`src/rtl/wb_merge_pkg.sv`:
```
// Shared types and constants for the write-back merge stage.
package wb_merge_pkg;

   // Register file geometry used by the rest of the core.
   typedef logic [4:0]  RegAddrBus;
   typedef logic [31:0] RegBus;

   localparam logic  WriteEnable = 1'b1;
   localparam RegBus ZeroWord    = 32'h0000_0000;

   // Default number of late results that can wait for the write port.
   localparam int WbDepth = 4;

endpackage

```
`src/rtl/wb_merge_if.sv`:
```
// Bus bundle of the write-back merge stage: pipeline source, long-latency
// source, and the register file write port with hazard information.
//
// Handshake (long-latency source): a result transfers on a clock edge where
// lat_valid_i and lat_ready_o are both high. The source must hold valid and its
// payload stable until that edge. lat_ready_o depends only on FIFO occupancy,
// never on lat_valid_i.
interface wb_merge_if import wb_merge_pkg::*; #(
   parameter int DEPTH = WbDepth,
   parameter int AW    = $bits(RegAddrBus),
   parameter int DW    = $bits(RegBus)
) ();
   localparam int CW = $clog2(DEPTH) + 1;

   logic          pipe_we_i;
   logic [AW-1:0] pipe_waddr_i;
   logic [DW-1:0] pipe_wdata_i;
   logic          lat_valid_i;
   logic [AW-1:0] lat_waddr_i;
   logic [DW-1:0] lat_wdata_i;
   logic          lat_ready_o;
   logic          we_o;
   logic [AW-1:0] waddr_o;
   logic [DW-1:0] wdata_o;
   logic [31:0]   pend_o;
   logic [CW-1:0] count_o;

   // Upstream side: drives both result sources, observes the write port.
   modport master (
      output pipe_we_i, pipe_waddr_i, pipe_wdata_i,
      output lat_valid_i, lat_waddr_i, lat_wdata_i,
      input  lat_ready_o, we_o, waddr_o, wdata_o, pend_o, count_o
   );

   // The merge stage itself.
   modport slave (
      input  pipe_we_i, pipe_waddr_i, pipe_wdata_i,
      input  lat_valid_i, lat_waddr_i, lat_wdata_i,
      output lat_ready_o, we_o, waddr_o, wdata_o, pend_o, count_o
   );
endinterface

```
`src/rtl/wb_fifo.sv`:
```
// Generic synchronous FIFO. Occupancy is kept in its own counter so full and
// empty never alias; the storage array and a per-slot valid mask are exported
// so the parent can derive hazard information from queued entries.
module wb_fifo #(
   parameter int DEPTH = 4,
   parameter int W     = 37
) (
   input  logic                      clk,
   input  logic                      rst,
   input  logic                      push_i,
   input  logic [W-1:0]              din_i,
   input  logic                      pop_i,
   output logic [W-1:0]              dout_o,
   output logic                      full_o,
   output logic                      empty_o,
   output logic [$clog2(DEPTH):0]    count_o,
   output logic [DEPTH-1:0][W-1:0]   entries_o,
   output logic [DEPTH-1:0]          valid_o
);
   localparam int PW = $clog2(DEPTH);
   localparam int CW = PW + 1;

   logic [PW-1:0]            wr_ptr;
   logic [PW-1:0]            rd_ptr;
   logic [CW-1:0]            count;
   logic [DEPTH-1:0][W-1:0]  mem;
   logic                     do_push;
   logic                     do_pop;

   assign full_o    = (count == CW'(DEPTH));
   assign empty_o   = (count == '0);
   assign do_push   = push_i && !full_o;
   assign do_pop    = pop_i && !empty_o;
   assign dout_o    = mem[rd_ptr];
   assign count_o   = count;
   assign entries_o = mem;

   // Pointer and occupancy bookkeeping; pointers wrap naturally at DEPTH.
   always_ff @(posedge clk) begin
      if (rst) begin
         wr_ptr <= '0;
         rd_ptr <= '0;
         count  <= '0;
      end else begin
         if (do_push) wr_ptr <= wr_ptr + 1'b1;
         if (do_pop)  rd_ptr <= rd_ptr + 1'b1;
         case ({do_push, do_pop})
            2'b10:   count <= count + CW'(1);
            2'b01:   count <= count - CW'(1);
            default: count <= count;
         endcase
      end
   end

   // Storage needs no reset: slots are only visible through valid_o.
   always_ff @(posedge clk) begin
      if (do_push) mem[wr_ptr] <= din_i;
   end

   // A slot is live when its distance from the read pointer is below count.
   always_comb begin
      logic [PW-1:0] off;
      off     = '0;
      valid_o = '0;
      for (int i = 0; i < DEPTH; i++) begin
         off        = PW'(i) - rd_ptr;
         valid_o[i] = ({1'b0, off} < count);
      end
   end

endmodule

```
`src/rtl/wb_merge.sv`:
```
// Write-back merge stage: arbitrates the non-stallable pipeline result and the
// long-latency result stream onto the single register file write port. Late
// results that lose arbitration wait in wb_fifo; pend_o marks their targets.
module wb_merge import wb_merge_pkg::*; #(
   parameter int DEPTH = WbDepth,
   parameter int AW    = $bits(RegAddrBus),
   parameter int DW    = $bits(RegBus)
) (
   input logic       clk,
   input logic       rst,
   wb_merge_if.slave bus
);
   localparam int CW = $clog2(DEPTH) + 1;
   localparam int EW = AW + DW;

   logic                    pipe_act;
   logic                    lat_nz;
   logic                    lat_acc;
   logic                    bypass;
   logic                    push;
   logic                    pop;
   logic                    full;
   logic                    empty;
   logic [EW-1:0]           head;
   logic [CW-1:0]           count;
   logic [DEPTH-1:0][EW-1:0] entries;
   logic [DEPTH-1:0]        valid;
   logic [31:0]             pend;

   logic                    we_q;
   logic [AW-1:0]           waddr_q;
   logic [DW-1:0]           wdata_q;

   wb_fifo #(.DEPTH(DEPTH), .W(EW)) u_fifo (
      .clk       (clk),
      .rst       (rst),
      .push_i    (push),
      .din_i     ({bus.lat_waddr_i, bus.lat_wdata_i}),
      .pop_i     (pop),
      .dout_o    (head),
      .full_o    (full),
      .empty_o   (empty),
      .count_o   (count),
      .entries_o (entries),
      .valid_o   (valid)
   );

   // Arbitration: pipe first, then FIFO head, then bypass of an incoming late
   // result. Writes to x0 never claim the port.
   always_comb begin
      pipe_act = bus.pipe_we_i && (bus.pipe_waddr_i != '0);
      lat_nz   = (bus.lat_waddr_i != '0);
      lat_acc  = bus.lat_valid_i && !full;
      pop      = !pipe_act && !empty;
      bypass   = !pipe_act && empty && bus.lat_valid_i && lat_nz;
      push     = lat_acc && lat_nz && !bypass;
   end

   // Registered write port; address/data hold when no source wins.
   always_ff @(posedge clk) begin
      if (rst) begin
         we_q    <= 1'b0;
         waddr_q <= '0;
         wdata_q <= DW'(ZeroWord);
      end else if (pipe_act) begin
         we_q    <= WriteEnable;
         waddr_q <= bus.pipe_waddr_i;
         wdata_q <= bus.pipe_wdata_i;
      end else if (pop) begin
         we_q    <= WriteEnable;
         waddr_q <= head[EW-1:DW];
         wdata_q <= head[DW-1:0];
      end else if (bypass) begin
         we_q    <= WriteEnable;
         waddr_q <= bus.lat_waddr_i;
         wdata_q <= bus.lat_wdata_i;
      end else begin
         we_q    <= 1'b0;
      end
   end

   // Pending bitmap over queued entries only; the head still counts while it
   // is being popped, and the output register is covered by regfile bypass.
   always_comb begin
      pend = '0;
      for (int i = 0; i < DEPTH; i++) begin
         if (valid[i]) pend[entries[i][EW-1:DW]] = 1'b1;
      end
   end

   assign bus.lat_ready_o = !full;
   assign bus.we_o        = we_q;
   assign bus.waddr_o     = waddr_q;
   assign bus.wdata_o     = wdata_q;
   assign bus.pend_o      = pend;
   assign bus.count_o     = count;

endmodule

```
`src/flat_wrapper.sv`:
```
// flat-port wrapper written by rule: the top's interface ports become plain ports
module wb_merge_flat import wb_merge_pkg::*;
#(
   parameter int DEPTH = WbDepth,
   parameter int AW    = $bits(RegAddrBus),
   parameter int DW    = $bits(RegBus)
)
  (clk, rst, bus_pipe_we_i, bus_pipe_waddr_i, bus_pipe_wdata_i, bus_lat_valid_i, bus_lat_waddr_i, bus_lat_wdata_i, bus_lat_ready_o, bus_we_o, bus_waddr_o, bus_wdata_o, bus_pend_o, bus_count_o);
  wb_merge_if #(.DEPTH(DEPTH), .AW(AW), .DW(DW)) bus_i ();
  input logic clk;
  input logic rst;
  input wire logic [$bits(bus_i.pipe_we_i)-1:0] bus_pipe_we_i;
  input wire logic [$bits(bus_i.pipe_waddr_i)-1:0] bus_pipe_waddr_i;
  input wire logic [$bits(bus_i.pipe_wdata_i)-1:0] bus_pipe_wdata_i;
  input wire logic [$bits(bus_i.lat_valid_i)-1:0] bus_lat_valid_i;
  input wire logic [$bits(bus_i.lat_waddr_i)-1:0] bus_lat_waddr_i;
  input wire logic [$bits(bus_i.lat_wdata_i)-1:0] bus_lat_wdata_i;
  output wire logic [$bits(bus_i.lat_ready_o)-1:0] bus_lat_ready_o;
  output wire logic [$bits(bus_i.we_o)-1:0] bus_we_o;
  output wire logic [$bits(bus_i.waddr_o)-1:0] bus_waddr_o;
  output wire logic [$bits(bus_i.wdata_o)-1:0] bus_wdata_o;
  output wire logic [$bits(bus_i.pend_o)-1:0] bus_pend_o;
  output wire logic [$bits(bus_i.count_o)-1:0] bus_count_o;
  assign bus_i.pipe_we_i = bus_pipe_we_i;
  assign bus_i.pipe_waddr_i = bus_pipe_waddr_i;
  assign bus_i.pipe_wdata_i = bus_pipe_wdata_i;
  assign bus_i.lat_valid_i = bus_lat_valid_i;
  assign bus_i.lat_waddr_i = bus_lat_waddr_i;
  assign bus_i.lat_wdata_i = bus_lat_wdata_i;
  assign bus_lat_ready_o = bus_i.lat_ready_o;
  assign bus_we_o = bus_i.we_o;
  assign bus_waddr_o = bus_i.waddr_o;
  assign bus_wdata_o = bus_i.wdata_o;
  assign bus_pend_o = bus_i.pend_o;
  assign bus_count_o = bus_i.count_o;
  wb_merge #(.DEPTH(DEPTH), .AW(AW), .DW(DW)) u_core (.clk(clk), .rst(rst), .bus(bus_i));
endmodule
```
`config.mk`:
```
export PLATFORM = sky130hd
export DESIGN_NAME = wb_merge_flat
export DESIGN_NICKNAME = d
export VERILOG_FILES = /design/src/rtl/wb_merge_pkg.sv /design/src/rtl/wb_merge_if.sv /design/src/rtl/wb_fifo.sv /design/src/rtl/wb_merge.sv /design/src/flat_wrapper.sv
export SDC_FILE = /design/constraint.sdc
export NUM_CORES = 1
export LEC_CHECK = 0
export BUFFER_PORTS_ARGS = -buffer_cell sky130_fd_sc_hd__buf_2
export CAP_MARGIN = 20
export CORE_MARGIN = 3
export CORE_UTILIZATION = 40
export DETAILED_ROUTE_END_ITERATION = 8
export GPL_TIMING_DRIVEN = 1
export MAX_ROUTING_LAYER = met4
export SYNTH_ARGS = -nofsm -noshare
export SYNTH_HDL_FRONTEND = slang
export SYNTH_SLANG_ARGS = --single-unit
```
`constraint.sdc`:
```
create_clock -name clk -period 2.5 [get_ports clk]
set_clock_uncertainty 0.15 [all_clocks]
set_input_delay 0.125 -clock clk [delete_from_list [all_inputs] [get_ports clk]]
set_output_delay 0.125 -clock clk [all_outputs]
set_load 0.02 [all_outputs]
```
== Word-level counts from Yosys, hierarchy flattened ==
Index checks and enable logic that the tools add are counted.

* Bits in read-only memories: 0
* Bits in registers: 193
* Bits in writable memories: 0
* Bits in latches: 0
* Memories kept: 0

* Multipliers: 0
* Add/sub/neg operators: 8
* $lt $le $gt $ge: 15
* Shift operators: 0
* Muxes and demuxes: 27
* Divide/modulo/power cells: 0
* Equality and inequality tests: 3
* Reductions and logical operators: 24
* Bitwise operators: 3

{| class="wikitable"
|+ Operators by type and width
! operator !! number
|-
| 32-bit 2-to-1 mux || 7
|-
| 148-bit bitwise mux || 1
|-
| 32-bit OR || 3
|-
| 37-bit binary-select mux with 2-bit select || 1
|-
| 37-bit demux with 2-bit select || 1
|-
| 37-bit 2-to-1 mux || 2
|-
| 5-bit by 6-bit < comparator with 1-bit output (second input constant) || 4
|-
| 1-bit demux with 5-bit select || 4
|-
| 5-bit by 1-bit >= comparator with 1-bit output (second input constant) || 4
|-
| 1-bit logical AND || 15
|-
| 5-bit 2-to-1 mux || 3
|-
| 2-bit by 3-bit < comparator with 1-bit output || 4
|-
| 5-bit nonzero test || 2
|-
| 1-bit 2-to-1 mux || 7
|-
| 2-bit by 3-bit < comparator with 1-bit output (second input constant) || 2
|-
| 3-bit case mux with 2 select lines || 1
|-
| 2-bit by 1-bit adder with 2-bit output (second input constant) || 2
|-
| 1-bit logical NOT || 4
|-
| 1-bit by 2-bit subtractor with 2-bit output (first input constant) || 2
|-
| 2-bit subtractor (first input constant) || 2
|-
| 3-bit by 1-bit adder with 3-bit output (second input constant) || 1
|-
| 3-bit equality test (second input constant) || 1
|-
| 3-bit logical NOT || 1
|-
| 3-bit nonzero test || 1
|-
| 5 further kinds || 5
|}

== Depth between registers and ports, before layout ==
Gate-level depths: netlist (run 1).

* Depth after elaboration: 11
* Depth in mapped cells: 11
* Gate-level depth less buffers: 10

== Hierarchy ==
From an unflattened synthesis (run 1), not the netlist that was laid out.

* Cell total of the unflattened synthesis: 764
* Area, all modules: 9,868.2 sq um

{| class="wikitable"
|+ Modules (own cells, without submodules)
! module !! instances !! cells an instance !! area an instance (sq um)
|-
| wb_fifo || 1 || 262 || 6,035.8
|-
| wb_merge || 1 || 502 || 3,832.4
|}

== Least setup slack after synthesis (run 1) ==
No wires, ideal clock.

* Path type: reg-to-reg
* Start: reg u_core.u_fifo.count[0], in the netlist u_core.u_fifo.count_o[0]
* End: reg u_core.u_fifo.mem (netlist bit u_core.u_fifo.entries_o[111]), enable pin
* Arrival time: 2,393 ps
* Period minus slack after synthesis: 2,940 ps
* Cell stages (with the launch flop): 6
* Setup time: 398 ps
* Setup slack: -440 ps
* Cell sequence: dfxtp_1 buf_2 nor2_1 and2_1 a211oi_1 and2_1

* Word-level cells in the longest chain between the ends: 7
* Elaborated cells on any way between the ends: 11

{| class="wikitable"
|+ RTL lines
! item !! RTL line !! text
|-
| from (decl) || wb_fifo.sv:25 || <nowiki>logic [CW-1:0] count;</nowiki>
|-
| from (signal assigned) || wb_fifo.sv:48 || <nowiki>2'b10: count <= count + CW'(1);</nowiki>
|-
| from (signal assigned) || wb_fifo.sv:49 || <nowiki>2'b01: count <= count - CW'(1);</nowiki>
|-
| from (signal assigned) || wb_fifo.sv:50 || <nowiki>default: count <= count;</nowiki>
|-
| 3-bit logical NOT || wb_fifo.sv:31 || <nowiki>assign empty_o = (count == '0);</nowiki>
|-
| 1-bit logical AND (3 in a row) || wb_merge.sv:55 || <nowiki>bypass = !pipe_act && empty && bus.lat_valid_i && lat_nz;</nowiki>
|-
| 1-bit logical NOT || wb_merge.sv:56 || <nowiki>push = lat_acc && lat_nz && !bypass;</nowiki>
|-
| 1-bit logical AND || wb_merge.sv:56 ||
|-
| 1-bit logical AND * || wb_fifo.sv:32 || <nowiki>assign do_push = push_i && !full_o;</nowiki>
|-
| to (signal, indexed assignment) || wb_fifo.sv:57 || <nowiki>if (do_push) mem[wr_ptr] <= din_i;</nowiki>
|-
| to (decl) || wb_fifo.sv:26 || <nowiki>logic [DEPTH-1:0][W-1:0] mem;</nowiki>
|}

Mark *: on every way between the ends. The rest lies on a longest branch, timed or not.
A chain may end at the register's enable or synchronous reset.

== Worst setup path after layout (run 1) ==
* Start: reg u_core.u_fifo.rd_ptr[1]
* End: out bus_pend_o[22]

* Word-level cells in the longest chain between the ends: 9
* Elaborated cells on any way between the ends: 15

{| class="wikitable"
|+ RTL lines
! item !! RTL line !! text
|-
| from (decl) || wb_fifo.sv:24 || <nowiki>logic [PW-1:0] rd_ptr;</nowiki>
|-
| from (signal assigned) || wb_fifo.sv:46 || <nowiki>if (do_pop) rd_ptr <= rd_ptr + 1'b1;</nowiki>
|-
| 1-bit by 2-bit subtractor with 2-bit output || wb_fifo.sv:66 || <nowiki>off = PW'(i) - rd_ptr;</nowiki>
|-
| 2-bit by 3-bit < comparator with 1-bit output || wb_fifo.sv:67 || <nowiki>valid_o[i] = ({1'b0, off} < count);</nowiki>
|-
| 32-bit 2-to-1 mux || wb_merge.sv:87 || <nowiki>if (valid[i]) pend[entries[i][EW-1:DW]] = 1'b1;</nowiki>
|-
| 32-bit OR (no line) || -- ||
|-
| 32-bit 2-to-1 mux || wb_merge.sv:87 ||
|-
| 32-bit OR (no line) || -- ||
|-
| 32-bit 2-to-1 mux || wb_merge.sv:87 ||
|-
| 32-bit OR (no line) || -- ||
|-
| 32-bit 2-to-1 mux * || wb_merge.sv:87 ||
|-
| to (decl) || flat_wrapper.sv:22 || <nowiki>output wire logic [$bits(bus_i.pend_o)-1:0] bus_pend_o;</nowiki>
|}

Marks and branches as above.

==> results of run 1 <==
## cell usage in the layout (no fill, tap or decap), drive strengths merged, types with 4 or more instances in the layout
master / Yosys / layout
buf: 27 / 197
edfxtp: 148 / 148
nand2: 94 / 94
dlygate4sd3: 0 / 72
nor2: 67 / 67
dfxtp: 45 / 45
mux4: 37 / 37
a22o: 35 / 35
a31oi: 35 / 35
a221o: 22 / 22
clkbuf: 9 / 18
o22ai: 15 / 15
inv: 11 / 15
nand2b: 12 / 12
nor2b: 10 / 10
and2: 10 / 10
ha: 9 / 9
o221ai: 8 / 8
a21oi: 8 / 8
o21ai: 6 / 6
nor3: 5 / 5
clkinv: 0 / 5
clkinvlp: 0 / 4
nand3: 4 / 4
o32ai: 4 / 4
xnor2: 4 / 4
o21bai: 4 / 4
## what timing repair did
action                                 in CTS  in global routing
hold buffers                               74                  0
setup endpoints to repair                  32                 33
resized for setup                          76                 24
gates cloned                                1                  0
endpoints found under the hold margin     189                  0
setup buffers                               7                  2
pin swaps                                  15                 17
## power by group
group | switching [W] | leakage [nW] | internal, W | total [W]
clock network | 0.00119 | 0.267 | 0.00141 | 0.00260
registers | 0.000269 | 1.72 | 0.00398 | 0.00425
logic | 0.00283 | 2.46 | 0.00209 | 0.00492
total | 0.00429 | 4.45 | 0.00748 | 0.0118
## worst min-delay path, delay by kind of cell
family | cells | cell delay, ns
AND/OR/NAND/NOR | 1 | 0.09
AO/OA/AOI/OAI | 2 | 0.30
buffers and inverters | 1 | 0.10
## state kept, by name, indices dropped and copies added, names as in the netlist
register,count
u_core.u_fifo.entries_o,148
u_core.bus.wdata_o,32
u_core.bus.waddr_o,5
u_core.u_fifo.count_o,3
u_core.u_fifo.rd_ptr,2
u_core.u_fifo.wr_ptr,2
u_core.bus.we_o,1
## cells in the mapped netlist, types with 2 or more instances
library cell,instances
a31oi_1,34
or4_1,2
and2_1,10
o21ai_1,3
edfxtp_1,148
nand2_1,94
o22ai_1,15
a21oi_1,8
buf_2,11
nand2b_1,12
a32oi_1,3
dfxtp_1,45
or3_1,3
o211ai_1,2
or2_2,3
buf_6,8
inv_1,11
xor2_1,2
a221o_1,22
o32ai_1,4
buf_4,5
xnor2_1,4
nand3_1,3
nor2b_1,10
a22oi_1,3
and4bb_2,2
a211oi_1,2
o221ai_1,8
nand4_1,2
and4b_1,2
nor3_1,4
mux2i_1,2
clkbuf_1,9
o21ba_2,3
nor2_1,66
buf_1,3
ha_1,9
a2bb2o_1,2
o21bai_1,4
a2bb2oi_1,3
mux4_2,37
a22o_1,35
## per-layer routing
layer | share of wire (%) | routed length [um] | vias up
li1 | - | - | 3175
met1 | 42 | 10510 | 3456
met2 | 49 | 12260 | 315
met3 | 6.4 | 1584 | 49
met4 | 2.3 | 580 | 0
met5 | 0 | 0 | -
## logic make-up after synthesis
logic type	after synthesis
adder cells (fa/ha/maj)	10
AND/OR/NAND/NOR	222
flip-flops	193
XOR/XNOR	6
AO/OA/AOI/OAI	161
buffers and inverters	47
multiplexers	39
## area by class of cell
| type | instances | share of cell area [%] |
|---|---|---|
| repair buffers | 271 | 17.12 |
| flip-flops and latches | 193 | 44.58 |
| clock inverters | 14 | 1.094 |
| clock buffers | 18 | 3.658 |
| multi-input cells | 438 | 30.24 |
| well taps | 280 | 2.918 |
| inverters | 11 | 0.3856 |
## worst paths after layout
check | endpoint | slack, ns | cells past startpoint
setup / recovery | bus_pend_o[22] | -0.13 | 10
hold / removal | u_core.bus.waddr_o[3] | 0.07 | 4
setup reg to reg | u_core.bus.waddr_o[2] | 0.18 | 7
hold reg to reg | u_core.bus.wdata_o[4] | 0.32 | 1
## stage by stage
| step | util, % | setup TNS, ns | hold slack (ns) | instances | setup slack [ns] |
|---|---|---|---|---|---|
| 2_1_floorplan | - | 0 | 0.07387 | 678 | 0.01636 |
| 5_1_grt | 54.68 | -5.394 | 0.08106 | 1225 | -0.2074 |
| 3_5_place_dp | 46.63 | 0 | 0.2164 | 1111 | 0.01432 |
| 3_3_place_gp | 46.63 | 0 | 0.2105 | 1111 | 0.04607 |
| 4_1_cts | 54.16 | -2.540 | 0.05661 | 1225 | -0.1269 |
| 6_report | 54.68 | -2.476 | 0.07259 | 1225 | -0.1287 |
==> results.sh, run 1 <==
export IMPL_cp_common_cell="buf_6"
export IMPL_final_seq_area_um2=5353
export IMPL_crit_chain="xnor2_4 -> inv_2 -> ha_4 -> a21oi_4 -> buf_6 -> o21ai_4 -> buf_6 -> o32ai_2 -> a221o_1 -> buf_6"
export IMPL_multi_input_area_um2=3631
export IMPL_cp_data_required_time_ns=2.23
export IMPL_fill_cells=1821
export IMPL_cts_tree="built"
export IMPL_synth_edf_count=148
export IMPL_yosysWarnings=0
export IMPL_drc=0
export IMPL_grt_busiest_layer="met2"
export IMPL_synth_top_family_by_area="compound AO/OA/AOI/OAI gates"
export IMPL_async_flop_share_pct=0
export IMPL_finalCriticalPeriod_ns=2.629
export IMPL_worst_setup_path_end_kind="primary output"
export IMPL_power_total_w=0.01177
export IMPL_cpPeakStageDelay_ns=0.38
export IMPL_hold_viol=0
export IMPL_drt_iter0_drc=541
export IMPL_finalSetupViolations=32
export IMPL_power_density_nw_per_um2=980.7
export IMPL_antenna_found_initial=0
export IMPL_cts_reportedPaths_clkPinSlew_ns=0.07
export IMPL_max_vdd_ir_drop_mv=0.6275
export IMPL_cp_startpoint="u_core.u_fifo.rd_ptr[1]"
export IMPL_cap_violations=0
export IMPL_grt_usage_pct=21.11
export IMPL_rsz0062_at_grt="yes"
export IMPL_wl_per_cell_um=20.35
export IMPL_grt_use_met2_pct=34.77
export IMPL_muxShareOfSynthArea_pct=9.516
export IMPL_synth_area_top_cells="edfxtp_1, dfxtp_1, mux4_2, nand2_1, a22o_1"
export IMPL_slowest_stage="dfxtp_4"
export IMPL_clockRootBuffer="clkbuf_16"
export IMPL_vias=6995
export IMPL_first_pass_iters=7
export IMPL_layout_nets=1020
export IMPL_p_leak_nw=4.451
export IMPL_seq_area_frac_synth_pct=59.61
export IMPL_fin_ws_ns=-0.1287
export IMPL_drive_above_1_share_pct=34.71
export IMPL_ys_ff_latch=193
export IMPL_hpwl_um=16310
export IMPL_cts_buffers=17
export IMPL_r2r_start="u_core.u_fifo.rd_ptr[1]"
export IMPL_postRouteAntennaNets=0
export IMPL_violations="negative setup slack"
export IMPL_totalWireLength_um=24930
export IMPL_ys_dominant_reg_cell="edfxtp_1"
export IMPL_hold_start="bus_pipe_waddr_i[3]"
export IMPL_slew_headroom_pct=60.83
export IMPL_overflow=0
export IMPL_start_util_pct=40.84
export IMPL_gp_congestion=0.9324
export IMPL_grt_pass1_wl_um=38560
export IMPL_worstSetupPathType="flop to primary output"
export IMPL_met3_usage_pct=3.745
export IMPL_fmax_ghz=0.3804
export IMPL_cts_sinks=193
export IMPL_ys_types=62
export IMPL_synthCells=678
export IMPL_placed_area_um2=10240
export IMPL_grt_max_degree=40
export IMPL_fp_row_count=54
export IMPL_path_max_fanout=5
export IMPL_ios=152
export IMPL_area_growth_pct=33.89
export IMPL_syn_area_per_cell_um2=13.23
export IMPL_insertion_delay_ns=0.42
export IMPL_hold_class="primary input to flop"
export IMPL_synthAdderAreaFrac_pct=1.479
export IMPL_synth_largest_area_cell="edfxtp_1"
export IMPL_synth_simple_area_share_pct=11.54
export IMPL_synth_compound_area_share_pct=14.27
export IMPL_cp_start_kind="flop"
export IMPL_design_area_um2=12010
export IMPL_netlist_area_leader_share_pct=49.56
export IMPL_status="finished, violations left"
export IMPL_die_w_um=155.7
export IMPL_die_area_um2=24250
export IMPL_slew_violations=0
export IMPL_critPathTopFamily="compound AO/OA/AOI/OAI gates"
export IMPL_cp_num_buf_inv=4
export IMPL_worstMarginPinSlew_ns=0.5876
export IMPL_fin_crit_sh_pct=105.1
export IMPL_viasPerCell=5.710
export IMPL_die_h_um=155.7
export IMPL_syn_area_um2=8967
export IMPL_coreArea_um2=21960
export IMPL_cp_data_arrival_time_ns=2.35
export IMPL_antenna_cells=0
export IMPL_clock_path_buffers=2
export IMPL_place_port_buffers=151
export IMPL_first_global_vias=7042
export IMPL_htreeDepth=4
export IMPL_use_met1_pct=26.59
export IMPL_synth_xor_area_share_pct=0.5860
export IMPL_syn_num_nets=766
No activity file was read; power rests on OpenSTA's default activity.
==> inputs of run 2 (changes only) <==
Settings changed: CORE_UTILIZATION 40 to 50, PLACE_DENSITY set to 0.75.
==> run 2 against run 1 <==
Net effect:
- setup slack lost 0.047 ns
- the flow still finishes with violations (negative setup slack)
- final cell count shrank 4.6%
- utilization grew 14 points
- total power grew 0.71%
- sequential power is essentially flat
- highest routed layer unchanged
- global-route usage grew 5.2 points
- via count grew 1.0%
- die area shrank 19%
- register-to-register slack lost 0.09 ns
- combinational power grew 3%
==> results.sh, run 2 (synthesized netlist as in run 1, its figures left out) <==
export IMPL_grt_usage_pct=26.27
export IMPL_die_w_um=139.9
export IMPL_fin_ws_ns=-0.1757
export IMPL_cpPeakStageDelay_ns=0.37
export IMPL_antenna_cells=0
export IMPL_drt_iter0_drc=656
export IMPL_worstMarginPinSlew_ns=0.7218
export IMPL_p_leak_nw=4.456
export IMPL_gp_congestion=0.9637
export IMPL_first_pass_iters=5
export IMPL_overflow=0
export IMPL_fp_row_count=48
export IMPL_power_total_w=0.01186
export IMPL_hold_class="primary input to flop"
export IMPL_pre_cts_slack_ns=0.009893
export IMPL_worstSetupPathType="flop to primary output"
export IMPL_internal_power_w=0.007422
export IMPL_worst_setup_path_end_kind="primary output"
export IMPL_largest_reg_flops=148
export IMPL_first_global_vias=7054
export IMPL_fin_crit_sh_pct=107.0
export IMPL_slew_headroom_pct=51.78
export IMPL_cts_buffers=17
export IMPL_wl_per_cell_um=21.49
export IMPL_cts_tree="built"
export IMPL_totalWireLength_um=25120
export IMPL_p_comb_share_pct=42.9
export IMPL_postRouteAntennaNets=0
export IMPL_area_growth_pct=33.97
export IMPL_cts_sinks=193
export IMPL_grt_max_degree=45
export IMPL_p_clk_share_pct=21.2
export IMPL_clockRootBuffer="clkbuf_16"
export IMPL_coreArea_um2=17420
export IMPL_grt_pass1_wl_um=39060
export IMPL_max_vdd_ir_drop_mv=0.6945
export IMPL_violations="negative setup slack"
export IMPL_viasPerCell=6.046
export IMPL_layoutNonFillerInstCount=1169
export IMPL_fmax_ghz=0.3737
export IMPL_cts_reportedPaths_clkPinSlew_ns=0.07
export IMPL_p_switching_w=0.004436
export IMPL_final_common_cell="edfxtp_1"
export IMPL_cp_data_arrival_time_ns=2.40
export IMPL_swShare_pct=37.41
export IMPL_cp_num_buf_inv=4
export IMPL_slowest_stage="dfxtp_4"
export IMPL_cp_start_kind="flop"
export IMPL_finalCriticalPeriod_ns=2.676
export IMPL_hpwl_um=15910
export IMPL_crit_chain="xnor2_2 -> inv_2 -> ha_4 -> a21oi_4 -> buf_6 -> o21ai_4 -> buf_6 -> nor2_4 -> a221o_1 -> buf_6"
export IMPL_drive_above_1_share_pct=36.23
export IMPL_layout_common_cells="edfxtp_1, buf_2, nand2_1"
export IMPL_layout_nets=1019
export IMPL_finalSetupViolations=32
export IMPL_critPathTopFamily="compound AO/OA/AOI/OAI gates"
export IMPL_die_area_um2=19580
export IMPL_dp_cells=1058
export IMPL_vias=7068
export IMPL_start_util_pct=51.49
export IMPL_cp_data_required_time_ns=2.23
export IMPL_slew_violations=0
export IMPL_rsz0062_at_grt="yes"
export IMPL_power_density_nw_per_um2=987.0
export IMPL_antenna_found_initial=0
export IMPL_ios=152
export IMPL_status="finished, violations left"
export IMPL_clock_path_buffers=2
export IMPL_insertion_delay_ns=0.43
export IMPL_drc=0
export IMPL_fin_util_pct=68.98
export IMPL_cap_violations=0
export IMPL_die_h_um=139.9
export IMPL_pwr_share_seq_pct=35.9
export IMPL_cp_common_cell="buf_6"
export IMPL_hold_viol=0
export IMPL_htreeDepth=4
export IMPL_path_max_fanout=5
export IMPL_place_port_buffers=151
## run 2: cell types whose count changed in the layout (fill, tap and decap cells not counted), moves of 3 or more
| cell | delta |
|---|---|
| o221ai_2 | +5 |
| buf_4 | +7 |
| buf_12 | -4 |
| buf_2 | -7 |
| o221ai_1 | -6 |
| inv_6 | +3 |
| buf_6 | +3 |
## run 2: routing by layer
| metal | vias up | routed length (um) | track usage, % |
|---|---|---|---|
| met5 | - | 0 | - |
| met4 | 0 | 350 | 6.017 |
| met3 | 33 | 1598 | 4.199 |
| met2 | 329 | 12580 | 42.90 |
| met1 | 3528 | 10590 | 35.20 |
| li1 | 3178 | - | - |
## run 2: final cells by class
cell class | instances | area (um2)
Inverter | 11 | 43.79
Sequential cell | 193 | 5353
Clock buffer | 17 | 425.4
Multi-Input combinational cell | 439 | 3771
Clock inverter | 15 | 127.6
Timing Repair Buffer | 269 | 2012
Fill cell | 1180 | 5403
Tap cell | 225 | 281.5
## run 2: metrics by stage
stage	hold WS, ns	instance area, um2	setup TNS, ns
2_1_floorplan	0.07387	8997	0
3_3_place_gp	0.2093	10150	0
3_5_place_dp	0.2168	10150	0
4_1_cts	0.03316	11740	-3.631
5_1_grt	0.06745	12010	-5.804
6_report	0.04554	12010	-3.681
## run 2: final timing paths
kind                            startpoint  slack [ns]  cells after the start                       end
hold / removal          bus_lat_waddr_i[4]        0.05                      3     u_core.bus.waddr_o[4]
hold reg to reg      u_core.bus.wdata_o[0]        0.33                      1     u_core.bus.wdata_o[0]
setup reg to reg  u_core.u_fifo.count_o[2]        0.09                      9  u_core.u_fifo.count_o[2]
setup / recovery   u_core.u_fifo.rd_ptr[1]       -0.18                     10            bus_pend_o[27]
## run 2: timing repair
| action | CTS | global route |
|---|---|---|
| cloned | 2 | 1 |
| hold endpoints to repair | 188 | 0 |
| buffers inserted | 1 | 2 |
| resized for setup | 75 | 57 |
| hold buffers | 73 | 0 |
| pin swaps | 11 | 21 |
| setup endpoints to repair | 32 | 89 |
## run 2: power by group through the flow
stage / clock network, W / registers (W) / logic (W)
3_5_place_dp: 0 / 0.00429 / 0.00426
2_1_floorplan: 0 / 0.00445 / 0.00268
5_1_grt: 0.00267 / 0.00430 / 0.00545
3_3_place_gp: 0 / 0.00428 / 0.00421
4_1_cts: 0.00255 / 0.00425 / 0.00475
6_report: 0.00251 / 0.00426 / 0.00509
## run 2: tightest hold or removal path, cell delays in order
cell,delay [ns]
buf_2,0.14
a32oi_1,0.19
a311oi_1,0.11
==> inputs of run 3 (changes only) <==
Settings changed: SETUP_SLACK_MARGIN set to 0.1, SKIP_LAST_GASP set to 1.
==> run 3 against run 2 <==
Net effect:
- the run still ends with negative setup slack left
- via count grew 1.7%
- flip-flop and latch count is the same
- worst hold slack lost 0.0092 ns
- total power grew 3.7%
- sequential share of layout area shrank 0.43 points
- register-to-register slack gained 0.13 ns
- largest power group unchanged
- critical path type unchanged
- final cell count is essentially flat
==> results.sh, run 3 (synthesized netlist as in run 1, its figures left out) <==
export IMPL_first_pass_iters=5
export IMPL_totalWireLength_um=25850
export IMPL_rsz0062_at_grt="yes"
export IMPL_wl_per_cell_um=22.13
export IMPL_cts_reportedPaths_clkPinSlew_ns=0.08
export IMPL_first_global_vias=7083
export IMPL_fp_row_count=48
export IMPL_grt_max_degree=48
export IMPL_die_w_um=139.9
export IMPL_final_common_cell="edfxtp_1"
export IMPL_ios=152
export IMPL_path_max_fanout=8
export IMPL_place_port_buffers=151
export IMPL_power_total_w=0.01230
export IMPL_drt_iter0_drc=711
export IMPL_wl_met1_um=10300
export IMPL_hpwl_um=16030
export IMPL_clock_path_buffers=2
export IMPL_worst_setup_path_end_kind="primary output"
export IMPL_htreeDepth=4
export IMPL_fin_crit_sh_pct=107.1
export IMPL_wl_met3_um=2029
export IMPL_finalSetupViolations=32
export IMPL_finalCriticalPeriod_ns=2.678
export IMPL_fin_ws_ns=-0.1782
export IMPL_viasPerCell=6.154
export IMPL_overflow=0
export IMPL_grt_usage_pct=26.83
export IMPL_crit_chain="inv_4 -> ha_4 -> a21boi_2 -> o21bai_1 -> buf_4 -> and4b_1 -> a2bb2o_4 -> a221o_1 -> buf_6"
export IMPL_clockRootBuffer="clkbuf_16"
export IMPL_hold_class="primary input to flop"
export IMPL_slowest_stage="dfxtp_4"
export IMPL_gp_congestion=0.9535
export IMPL_fin_util_pct=69.68
export IMPL_cp_start_kind="flop"
export IMPL_top_layer_used="met4"
export IMPL_layout_common_cells="edfxtp_1, buf_2, nand2_1"
export IMPL_fmax_ghz=0.3734
export IMPL_drc=0
export IMPL_layout_nets=1017
export IMPL_vias=7188
export IMPL_status="finished, violations left"
export IMPL_slew_headroom_pct=58.36
export IMPL_largest_reg_flops=148
export IMPL_hold_viol=0
export IMPL_drive_above_1_share_pct=35.99
export IMPL_met2_wirelength_um=12850
export IMPL_coreArea_um2=17420
export IMPL_cts_sinks=193
export IMPL_max_vdd_ir_drop_mv=0.6731
export IMPL_die_area_um2=19580
export IMPL_cap_violations=0
export IMPL_worstMarginPinSlew_ns=0.6233
export IMPL_area_growth_pct=35.34
export IMPL_die_h_um=139.9
export IMPL_postRouteAntennaNets=0
export IMPL_violations="negative setup slack"
export IMPL_cp_data_required_time_ns=2.23
export IMPL_start_util_pct=51.49
export IMPL_power_density_nw_per_um2=1013
export IMPL_grt_pass1_wl_um=39650
export IMPL_slew_violations=0
export IMPL_cts_tree="built"
export IMPL_cts_buffers=17
export IMPL_cp_data_arrival_time_ns=2.40
export IMPL_insertion_delay_ns=0.43
export IMPL_antenna_found_initial=1
export IMPL_worstSetupPathType="flop to primary output"
export IMPL_p_leak_nw=4.503
export IMPL_cpPeakStageDelay_ns=0.41
[run 3: cell count changes in the layout (fill, tap and decap cells not counted), moves of 3 or more]
cell / before / now
buf_4: 48 / 39
buf_6: 24 / 29
nor2_1: 60 / 64
o22ai_1: 11 / 14
o22ai_2: 4 / 1
[run 3: cell type report]
class | count | area [um2]
flip-flops and latches | 193 | 5355
clock inverters | 14 | 172.7
inverters | 11 | 46.29
fillers | 1195 | 5280
multi-input cells | 438 | 3784
clock buffers | 18 | 439.2
well taps | 225 | 281.5
repair buffers | 268 | 2056
diodes | 1 | 2.502
[run 3: through the flow]
stage | instance area, um2 | hold slack (ns) | setup WS [ns] | cells | setup TNS, ns
2_1_floorplan | 9009 | 0.07387 | 0.02355 | 678 | 0
6_report | 12140 | 0.03633 | -0.1782 | 1168 | -3.794
5_1_grt | 12140 | 0.06551 | -0.2615 | 1168 | -6.058
3_5_place_dp | 10130 | 0.2080 | -0.003892 | 1053 | -0.003892
3_3_place_gp | 10130 | 0.2078 | 0.02348 | 1053 | 0
4_1_cts | 11840 | 0.01768 | -0.1782 | 1164 | -4.010
[run 3: power by group]
group	internal, W	switching, W
logic	0.00226	0.00300
registers	0.00399	0.000262
clock network	0.00154	0.00125
total	0.00778	0.00451
[run 3: per-layer routing]
layer  global-route usage (%)  up-vias
met3                    4.814       62
met5                        -        -
li1                         -     3185
met2                    43.12      416
met1                    35.32     3525
met4                    8.261        0
[run 3: critical path: cells and delay by family, from the launching register on]
kind | cells | cell delay, ns
and+or+nand+nor | 1 | 0.23
DFF | 1 | 0.41
AOI/OAI and AO/OA | 4 | 0.72
buffers and inverters | 3 | 0.35
adders and majority gates | 1 | 0.26
[run 3: timing repair]
action / 4_1_cts / 5_1_grt
hold buffers: 73 / 0
cloned: 0 / 1
endpoints found under the hold margin: 188 / 0
resized for setup: 74 / 61
pin swaps: 10 / 22
buffers inserted: 6 / 2
endpoints found under the setup margin: 32 / 32
[run 3: path summary, 6_finish.rpt]
check	from	to	slack [ns]	depth (start not counted)
worst max-delay path	u_core.u_fifo.rd_ptr[1]	bus_pend_o[27]	-0.18	9
worst min register to register	u_core.bus.wdata_o[3]	u_core.bus.wdata_o[3]	0.33	1
worst max register to register	u_core.u_fifo.rd_ptr[0]	u_core.bus.wdata_o[13]	0.22	6
worst min-delay path	bus_pipe_wdata_i[5]	u_core.bus.wdata_o[5]	0.04	4
